--- src/rtl/div_iter_if.sv ---
// Handshake and operand/result bundle between the divide-stall controller
// (master) and the iterative divider (slave).
interface div_iter_if #(
    parameter int WIDTH = 32
) ();
    logic                 div_start;
    logic                 div_signed;
    logic                 annul;
    logic [WIDTH-1:0]     opdata1;
    logic [WIDTH-1:0]     opdata2;
    logic [2*WIDTH-1:0]   div_result;
    logic                 div_ready;

    modport master (
        output div_start, div_signed, annul, opdata1, opdata2,
        input  div_result, div_ready
    );

    modport slave (
        input  div_start, div_signed, annul, opdata1, opdata2,
        output div_result, div_ready
    );
endinterface

--- src/rtl/div_iter.sv ---
// Multi-cycle radix-2 restoring divider for DIV/DIVU in the EX stage.
// Produces {remainder, quotient} for the HI/LO write with a one-cycle
// div_ready pulse. Operands are captured on acceptance, so the EX stage
// may change them while the division runs.
module div_iter #(
    parameter int WIDTH = 32
) (
    input  logic        clk,
    input  logic        rst,
    div_iter_if.slave   bus
);
    localparam int CNT_W = $clog2(WIDTH);

    typedef enum logic [1:0] {IDLE, BYZERO, ON, DONE} state_e;

    state_e               state_q;
    logic [CNT_W-1:0]     cnt_q;
    logic [WIDTH-1:0]     rem_q;      // partial remainder
    logic [WIDTH-1:0]     quo_q;      // dividend bits shifting out, quotient bits shifting in
    logic [WIDTH-1:0]     dvs_q;      // divisor magnitude
    logic                 neg_quo_q;  // negate quotient at the end
    logic                 neg_rem_q;  // negate remainder at the end
    logic [2*WIDTH-1:0]   result_q;
    logic                 ready_q;

    logic [WIDTH:0]       shift_d;
    logic [WIDTH:0]       trial_d;
    logic [WIDTH-1:0]     rem_d;
    logic [WIDTH-1:0]     quo_d;
    logic [WIDTH-1:0]     quo_fix_d;
    logic [WIDTH-1:0]     rem_fix_d;

    // Magnitude of an operand; only negative values in signed mode change.
    function automatic logic [WIDTH-1:0] mag(input logic [WIDTH-1:0] v, input logic sgn);
        return (sgn && v[WIDTH-1]) ? (~v + 1'b1) : v;
    endfunction

    // One restoring step: shift {rem, q} left, try subtracting the divisor,
    // keep the difference only when it did not go negative.
    assign shift_d   = {rem_q, quo_q[WIDTH-1]};
    assign trial_d   = shift_d - {1'b0, dvs_q};
    assign rem_d     = trial_d[WIDTH] ? shift_d[WIDTH-1:0] : trial_d[WIDTH-1:0];
    assign quo_d     = {quo_q[WIDTH-2:0], ~trial_d[WIDTH]};

    // Sign fix-up: quotient negative iff signs differ, remainder follows dividend.
    assign quo_fix_d = neg_quo_q ? (~quo_d + 1'b1) : quo_d;
    assign rem_fix_d = neg_rem_q ? (~rem_d + 1'b1) : rem_d;

    assign bus.div_result = result_q;
    assign bus.div_ready  = ready_q;

    // Control FSM and datapath; annul overrides everything except reset.
    always_ff @(posedge clk) begin
        if (rst) begin
            // NOTE: state registers are assigned with <= so every register
            // samples pre-edge values, independent of statement order.
            state_q   <= IDLE;
            cnt_q     <= '0;
            rem_q     <= '0;
            quo_q     <= '0;
            dvs_q     <= '0;
            neg_quo_q <= 1'b0;
            neg_rem_q <= 1'b0;
            result_q  <= '0;
            ready_q   <= 1'b0;
        end else if (bus.annul) begin
            // Abort: drop back to IDLE, leave div_result untouched, no pulse.
            state_q <= IDLE;
            ready_q <= 1'b0;
        end else begin
            case (state_q)
                IDLE: begin
                    ready_q <= 1'b0;
                    if (bus.div_start) begin
                        neg_quo_q <= bus.div_signed & (bus.opdata1[WIDTH-1] ^ bus.opdata2[WIDTH-1]);
                        neg_rem_q <= bus.div_signed & bus.opdata1[WIDTH-1];
                        rem_q     <= '0;
                        quo_q     <= mag(bus.opdata1, bus.div_signed);
                        dvs_q     <= mag(bus.opdata2, bus.div_signed);
                        cnt_q     <= '0;
                        state_q   <= (bus.opdata2 == '0) ? BYZERO : ON;
                    end
                end
                BYZERO: begin
                    result_q <= '0;
                    ready_q  <= 1'b1;
                    state_q  <= DONE;
                end
                ON: begin
                    rem_q <= rem_d;
                    quo_q <= quo_d;
                    cnt_q <= cnt_q + 1'b1;
                    if (cnt_q == CNT_W'(WIDTH - 1)) begin
                        result_q <= {rem_fix_d, quo_fix_d};
                        ready_q  <= 1'b1;
                        state_q  <= DONE;
                    end
                end
                DONE: begin
                    // A still-high div_start is deliberately not re-accepted here.
                    ready_q <= 1'b0;
                    state_q <= IDLE;
                end
                default: begin
                    state_q <= IDLE;
                    ready_q <= 1'b0;
                end
            endcase
        end
    end
endmodule

--- src/flat_wrapper.sv ---
// flat-port wrapper written by rule: the top's interface ports become plain ports
module div_iter_flat 
#(
    parameter int WIDTH = 32
)
  (clk, rst, bus_div_start, bus_div_signed, bus_annul, bus_opdata1, bus_opdata2, bus_div_result, bus_div_ready);
  div_iter_if #(.WIDTH(WIDTH)) bus_i ();
  input  logic clk;
  input  logic rst;
  input wire logic [$bits(bus_i.div_start)-1:0] bus_div_start;
  input wire logic [$bits(bus_i.div_signed)-1:0] bus_div_signed;
  input wire logic [$bits(bus_i.annul)-1:0] bus_annul;
  input wire logic [$bits(bus_i.opdata1)-1:0] bus_opdata1;
  input wire logic [$bits(bus_i.opdata2)-1:0] bus_opdata2;
  output wire logic [$bits(bus_i.div_result)-1:0] bus_div_result;
  output wire logic [$bits(bus_i.div_ready)-1:0] bus_div_ready;
  assign bus_i.div_start = bus_div_start;
  assign bus_i.div_signed = bus_div_signed;
  assign bus_i.annul = bus_annul;
  assign bus_i.opdata1 = bus_opdata1;
  assign bus_i.opdata2 = bus_opdata2;
  assign bus_div_result = bus_i.div_result;
  assign bus_div_ready = bus_i.div_ready;
  div_iter #(.WIDTH(WIDTH)) u_core (.clk(clk), .rst(rst), .bus(bus_i));
endmodule
--- config.mk ---
export PLATFORM = sky130hd
export DESIGN_NAME = div_iter_flat
export DESIGN_NICKNAME = d
export VERILOG_FILES = /design/src/rtl/div_iter_if.sv /design/src/rtl/div_iter.sv /design/src/flat_wrapper.sv
export SDC_FILE = /design/constraint.sdc
export NUM_CORES = 1
export LEC_CHECK = 0
export ABC_CLOCK_PERIOD_IN_PS = 4700
export CAP_MARGIN = 30
export CORE_ASPECT_RATIO = 0.6
export CORE_MARGIN = 3
export CORE_UTILIZATION = 53
export CTS_BUF_LIST = sky130_fd_sc_hd__clkbuf_4
export CTS_CLUSTER_SIZE = 28
export DETAILED_ROUTE_END_ITERATION = 8
export PLACE_DENSITY = 0.81
export SLEW_MARGIN = 20
export SYNTH_ARGS = -nofsm -noshare
export SYNTH_HDL_FRONTEND = slang
export SYNTH_SLANG_ARGS = --single-unit
--- constraint.sdc ---
create_clock -name clk -period 4.7 [get_ports clk]
set_clock_uncertainty 0.1 [all_clocks]
set_input_delay 0.94 -clock clk [delete_from_list [all_inputs] [get_ports clk]]
set_output_delay 0.94 -clock clk [all_outputs]
set_load 0.02 [all_outputs]
# Word level (Yosys, flattened, before mapping)
# Cells that the tools add are included.
# Widths: inputs -> output; s select.
dict set report totals {
  register_bits 170
  mem_count 0
  elab_cells 61
  latchBits 0
  ram_bits 0
  romBits 0
  output_inout_bits 65
  inputBits 69
}
dict set report op_classes {
  n_mux 19
  mul 0
  shift 0
  div 0
  n_lt_le_gt_ge 0
  bitwise 9
  n_eq_ne 6
  n_reduce_logical 12
  n_addsub 6
}
# operator n
set op_table {}
lappend op_table {{$mux 32} 7}
lappend op_table {{$add 32x1->32 const B} 4}
lappend op_table {{$not 32->32} 4}
lappend op_table {{$pmux 32 s2} 2}
lappend op_table {{$pmux 64 s2} 1}
lappend op_table {{$mux 64} 1}
lappend op_table {{$sub 33x32->33} 1}
lappend op_table {{$logic_not 32->1} 1}
lappend op_table {{$pmux 5 s2} 1}
lappend op_table {{$reduce_and 3->1} 3}
lappend op_table {{$pmux 2 s4} 1}
lappend op_table {{$mux 2} 3}
lappend op_table {{$add 5x1->5 const B} 1}
lappend op_table {{$eq 5x5->1 const B} 1}
lappend op_table {{$mux 5} 1}
lappend op_table {{$eq 2x2->1 const B} 2}
lappend op_table {{$reduce_bool 2->1} 2}
lappend op_table {{$reduce_or 2->1} 2}
lappend op_table {{$pmux 1 s3} 1}
lappend op_table {{$and 1x1->1} 2}
lappend op_table {{$eq 2x1->1 const B} 1}
lappend op_table {{$logic_and 1x1->1} 2}
lappend op_table {{$logic_not 2->1} 1}
lappend op_table {{$ne 2x1->1 const B} 1}
lappend op_table {{other kinds (5)} 6}

# Longest topological paths before layout
dict set report logic_depth {
  word_depth 7
  ltp_mapped 24
  ltp_nobuf 20
}

# Worst setup path after synthesis
# OpenSTA, ideal clock, no wires.
dict set report synth_path {
  kind {reg2reg}
  start {reg u_core.quo_q[31]}
  end {reg u_core.result_q[58], in the netlist u_core.bus.div_result[58]}
  period_less_slack_ps 4467
  path_slack_ps 233
  t_arrival_ps 4280
  t_required_ps 4513
  path_stages_with_launch 24
  setup_ps 87
  path_buffers 4
  cell_sequence {dfxtp_1 > inv_1 > ha_1 > inv_1 > fa_1 > nand3_1 > a21oi_2 > o2111ai_1 > a211oi_2 > nor3_2 > nor2_8 > inv_4 > buf_2 > buf_2 > buf_2 > buf_2 > o21ai_0 > inv_1 > ha_1 > o21a_1 > o2111ai_1 > or3_1 > and3_1 > o31ai_1}
}
dict set report synth_via {
  elab_chain_len 7
}
# element line
set synth_lines {}
lappend synth_lines {{start, declared} div_iter.sv:19} ;# logic [WIDTH-1:0] quo_q;
lappend synth_lines {{start signal, assigned} div_iter.sv:78} ;# quo_q <= mag(bus.opdata1, bus.div_signed);
lappend synth_lines {{start signal, assigned} div_iter.sv:91} ;# quo_q <= quo_d;
lappend synth_lines {{$sub 33x32->33} div_iter.sv:41} ;# assign trial_d = shift_d - {1'b0, dvs_q};
lappend synth_lines {{$mux 32 *} div_iter.sv:42} ;# assign rem_d = trial_d[WIDTH] ? shift_d[WIDTH-1:0] : trial_d[WIDTH-1:0];
lappend synth_lines {{$not 32->32} div_iter.sv:47} ;# assign rem_fix_d = neg_rem_q ? (~rem_d + 1'b1) : rem_d;
lappend synth_lines {{$add 32x1->32} div_iter.sv:47}
lappend synth_lines {{$mux 32 *} div_iter.sv:47}
lappend synth_lines {{$mux 64 *} div_iter.sv:93} ;# if (cnt_q == CNT_W'(WIDTH - 1)) begin
lappend synth_lines {{$pmux 64 s2 *} div_iter.sv:71} ;# case (state_q)
lappend synth_lines {{end signal, assigned} div_iter.sv:94} ;# result_q <= {rem_fix_d, quo_fix_d};
lappend synth_lines {{end, declared} div_iter.sv:23} ;# logic [2*WIDTH-1:0] result_q;
# Every way passes the cells marked *; elsewhere a longest branch is shown, timed or not. The select of a mux whose other input is x is not followed.
# A chain may end at the register's enable or synchronous reset.

# Worst setup path in the final report
dict set report layout_path {
  start {reg u_core.rem_q[12]}
  end {reg u_core.result_q[58], in the netlist u_core.bus.div_result[58]}
}
dict set report layout_via {
  elab_chain_len 7
}
# element line
set layout_lines {}
lappend layout_lines {{start, declared} div_iter.sv:18} ;# logic [WIDTH-1:0] rem_q;
lappend layout_lines {{start signal, assigned} div_iter.sv:90} ;# rem_q <= rem_d;
lappend layout_lines {{$sub 33x32->33} div_iter.sv:41}
lappend layout_lines {{$mux 32 *} div_iter.sv:42}
lappend layout_lines {{$not 32->32} div_iter.sv:47}
lappend layout_lines {{$add 32x1->32} div_iter.sv:47}
lappend layout_lines {{$mux 32 *} div_iter.sv:47}
lappend layout_lines {{$mux 64 *} div_iter.sv:93}
lappend layout_lines {{$pmux 64 s2 *} div_iter.sv:71}
# Marks and branches as above.

==> flow_summary.yaml <==
sta:
  tightestPinTransition_ns: 0.845
  finalCritPeriodShare: 0.929
  rsz0062_at_grt: "false"
  drv_slew: 0
  max_slew_margin: 0.437
  max_freq_mhz: 229
  hold_viol: 0
  fin_tns_setup_ns: 0
  final.min_clock_period_ns: 4.36
  setup_viol_count_final: 0
clock_network:
  insertion_delay_ns: 0.61
  clockBufferDepth: 2
  postCtsSetupBuffers: 0
  cts_buffers: 17
  cts-root-buf: "clkbuf_4"
  cts_tree: "built"
  clk_pin_slew_ns: 0.14
  clock_sinks: 170
  cts_htree_levels: 4
placed_design:
  place.gp.congestion: 0.992
  dp_hpwl_mm: 27.2
  placed_cell_area_um2: 12900
  portBuffers: 133
final_layout:
  drive_above_1_share: 0.0583
  area_growth_pct: 16.5
  antenna_cells: 0
  final_nets: 1727
  final_util: 0.646
  final_cell_area_um2: 13200
global_route:
  grt_pass1_vias: 10300
  grt_pass1_wl_mm: 56.0
  track_usage: 0.294
  antenna_found_initial: 0
  overflow: 0
  grt_max_degree: 77
die:
  coreArea_um2: 20500
  ios: 134
  die_y_um: 119
  num_rows: 40
  initial_core_util: 0.554
  die_area_um2: 23300
  die_w_um: 195
drt:
  vias: 11700
  vias_per_cell: 6.17
  dr.pass1.iters: 5
  first_iter_violations: 1361
  drt-total-wl_mm: 35.2
  ant_nets: 0
  wl_per_cell_um: 18.5
  drc: 0
pwr:
  leakagePower_nw: 4.87
  irDropWorstVdd_mv: 0.137
  powerDensity_nw_per_um2: 253
worst_setup_path:
  worstPathMaxFanout: 48
  worst-endpoint-arrival_ns: 4.80
  required_ns: 5.14
  cp-start-kind: "register"
  worst_setup_path_end_kind: "register"
  r2r_setup_slack_ns: 0.34
  crit_type: "register to register"
synth:
  synth_top_cell_by_area: "dfxtp_1"
  yosysTopAreaCellShare: 0.299
  yosysWarningCount: 0
  ys_types: 74
  syn_avg_cell_area_um2: 7.45
  yosys-top-cells-count: "225 x nand2_1, 170 x dfxtp_1, 155 x nor2_1, 92 x o21ai_0, 86 x a21oi_1"
  ys_top_cells_by_area: "dfxtp_1 30%, nand2_1 7.4%, xnor2_1 5.9%, nor2_1 5.1%, xor2_1 4.9%"
  synth_seq_cells: 170
  synth_ff_type: "dfxtp_1"
  yosysSeqAreaShare: 0.299
  synth_edf_count: 0
  async_reset_ff_frac: 0
  yosysMostFrequentCell: "nand2_1"
  syn_nets: 1637
  synth_area_um2: 11400
  postSynthCellCount: 1527
worst_hold_path:
  min_path_type: "register to register"
run:
  maxCapViolations: 0
run_status:
  outcome: "finished, final reports clean"
## per-stage QoR
| step | setup slack, ns | hold slack [ns] | power (mW) | std cells |
|---|---|---|---|---|
| floorplan | 0.233 | 0.332 | 2.14 | 1527 |
| global placement | 0.167 | 0.334 | 2.40 | 1870 |
| detailed placement | 0.0835 | 0.347 | 2.42 | 1870 |
| CTS | 0.321 | 0.368 | 3.32 | 1901 |
| global route | 0.0425 | 0.387 | 3.50 | 1902 |
| finish | 0.336 | 0.368 | 3.35 | 1902 |
## report_power, final
group | leakage [nW] | total (mW) | internal (mW) | switching (mW)
clock | 0.151 | 0.928 | 0.384 | 0.544
combinational | 3.34 | 0.890 | 0.324 | 0.566
sequential | 1.38 | 1.53 | 1.48 | 0.0443
## flip-flops by register name, summed over array words and instances (netlist names)
signal                 count
u_core.state_q             2
u_core.neg_quo_q           1
u_core.dvs_q              32
u_core.rem_q              32
u_core.bus.div_ready       1
u_core.quo_q              32
u_core.cnt_q               5
u_core.neg_rem_q           1
u_core.bus.div_result     64
## cells by family after synthesis
kind of cell	Yosys count	synth area share
AO/OA/AOI/OAI	430	0.247
XOR/XNOR	140	0.108
adder cells (fa/ha/maj)	41	0.0458
buffers and inverters	150	0.0514
flip-flops	170	0.299
multiplexers	17	0.0157
AND/OR/NAND/NOR	579	0.233
## repair_timing
action / in CTS / in global routing
endpoints found under the setup margin: 0 / 1
hold endpoints to repair: 0 / 0
hold buffers: 0 / 0
gates resized for setup: 0 / 1
## cell type report
type	instances	area [um2]
Multi-Input combinational cell	1207	7410
Inverter	58	220
Fill cell	1834	7270
Clock buffer	20	150
Sequential cell	170	3400
Tap cell	273	342
Timing Repair Buffer	163	1570
Clock inverter	11	146
## placed cells by master (no fill, tap or decap), types with 5 or more instances in the layout
cell type and count:
clkbuf_4 20, a31oi_1 33, buf_4 29, dfxtp_1 169
or3_1 10, a211oi_1 31, o21a_1 6, o211ai_1 10
clkdlybuf4s50_1 132, o21ai_1 14, nor2_1 152, ha_1 40
nand2b_1 7, a21oi_1 85, nand4_1 11, nor3_1 31
o41ai_1 14, mux2_2 7, or4_1 18, o21ai_0 92
nand3b_1 5, and2_1 10, a21o_1 11, mux2i_1 10
xor2_1 63, o31ai_1 30, a22oi_1 57, xnor2_1 77
nor4_1 13, nand2_1 225, inv_1 57, and3_1 7
a22o_1 6, nand3_1 61
## layer usage
metal,vias up,part of all wire,GRT usage
met5,-,0,0
met4,0,0.011,0.0592
met3,38,0.11,0.0707
met2,618,0.39,0.393
met1,5423,0.48,0.469
li1,5654,-,-
## final timing paths
path	start	endpoint	cells past startpoint
worst max-delay path	u_core.rem_q[12]$_SDFFE_PP0P_	u_core.bus.div_result[58]$_SDFFE_PP0P_	18
worst min-delay path	u_core.bus.div_result[63]$_SDFFE_PP0P_	u_core.bus.div_result[63]$_SDFFE_PP0P_	2
worst max register to register	u_core.rem_q[12]$_SDFFE_PP0P_	u_core.bus.div_result[58]$_SDFFE_PP0P_	18
worst min register to register	u_core.bus.div_result[63]$_SDFFE_PP0P_	u_core.bus.div_result[63]$_SDFFE_PP0P_	2
## critical path: stages (launching register included)
cell,delay [ns]
dfxtp_1,0.41
ha_1,0.48
nand2_1,0.17
nor2_1,0.26
o2111ai_2,0.25
a211oi_2,0.39
nor3_2,0.13
nor2_8,0.17
inv_4,0.07
buf_12,0.18
nand2_1,0.08
o21ai_0,0.10
inv_1,0.07
ha_1,0.15
o21a_1,0.21
o2111ai_1,0.19
or3_1,0.44
and3_1,0.20
o31ai_1,0.21
Note: power is estimated with default switching activity, not from simulation.
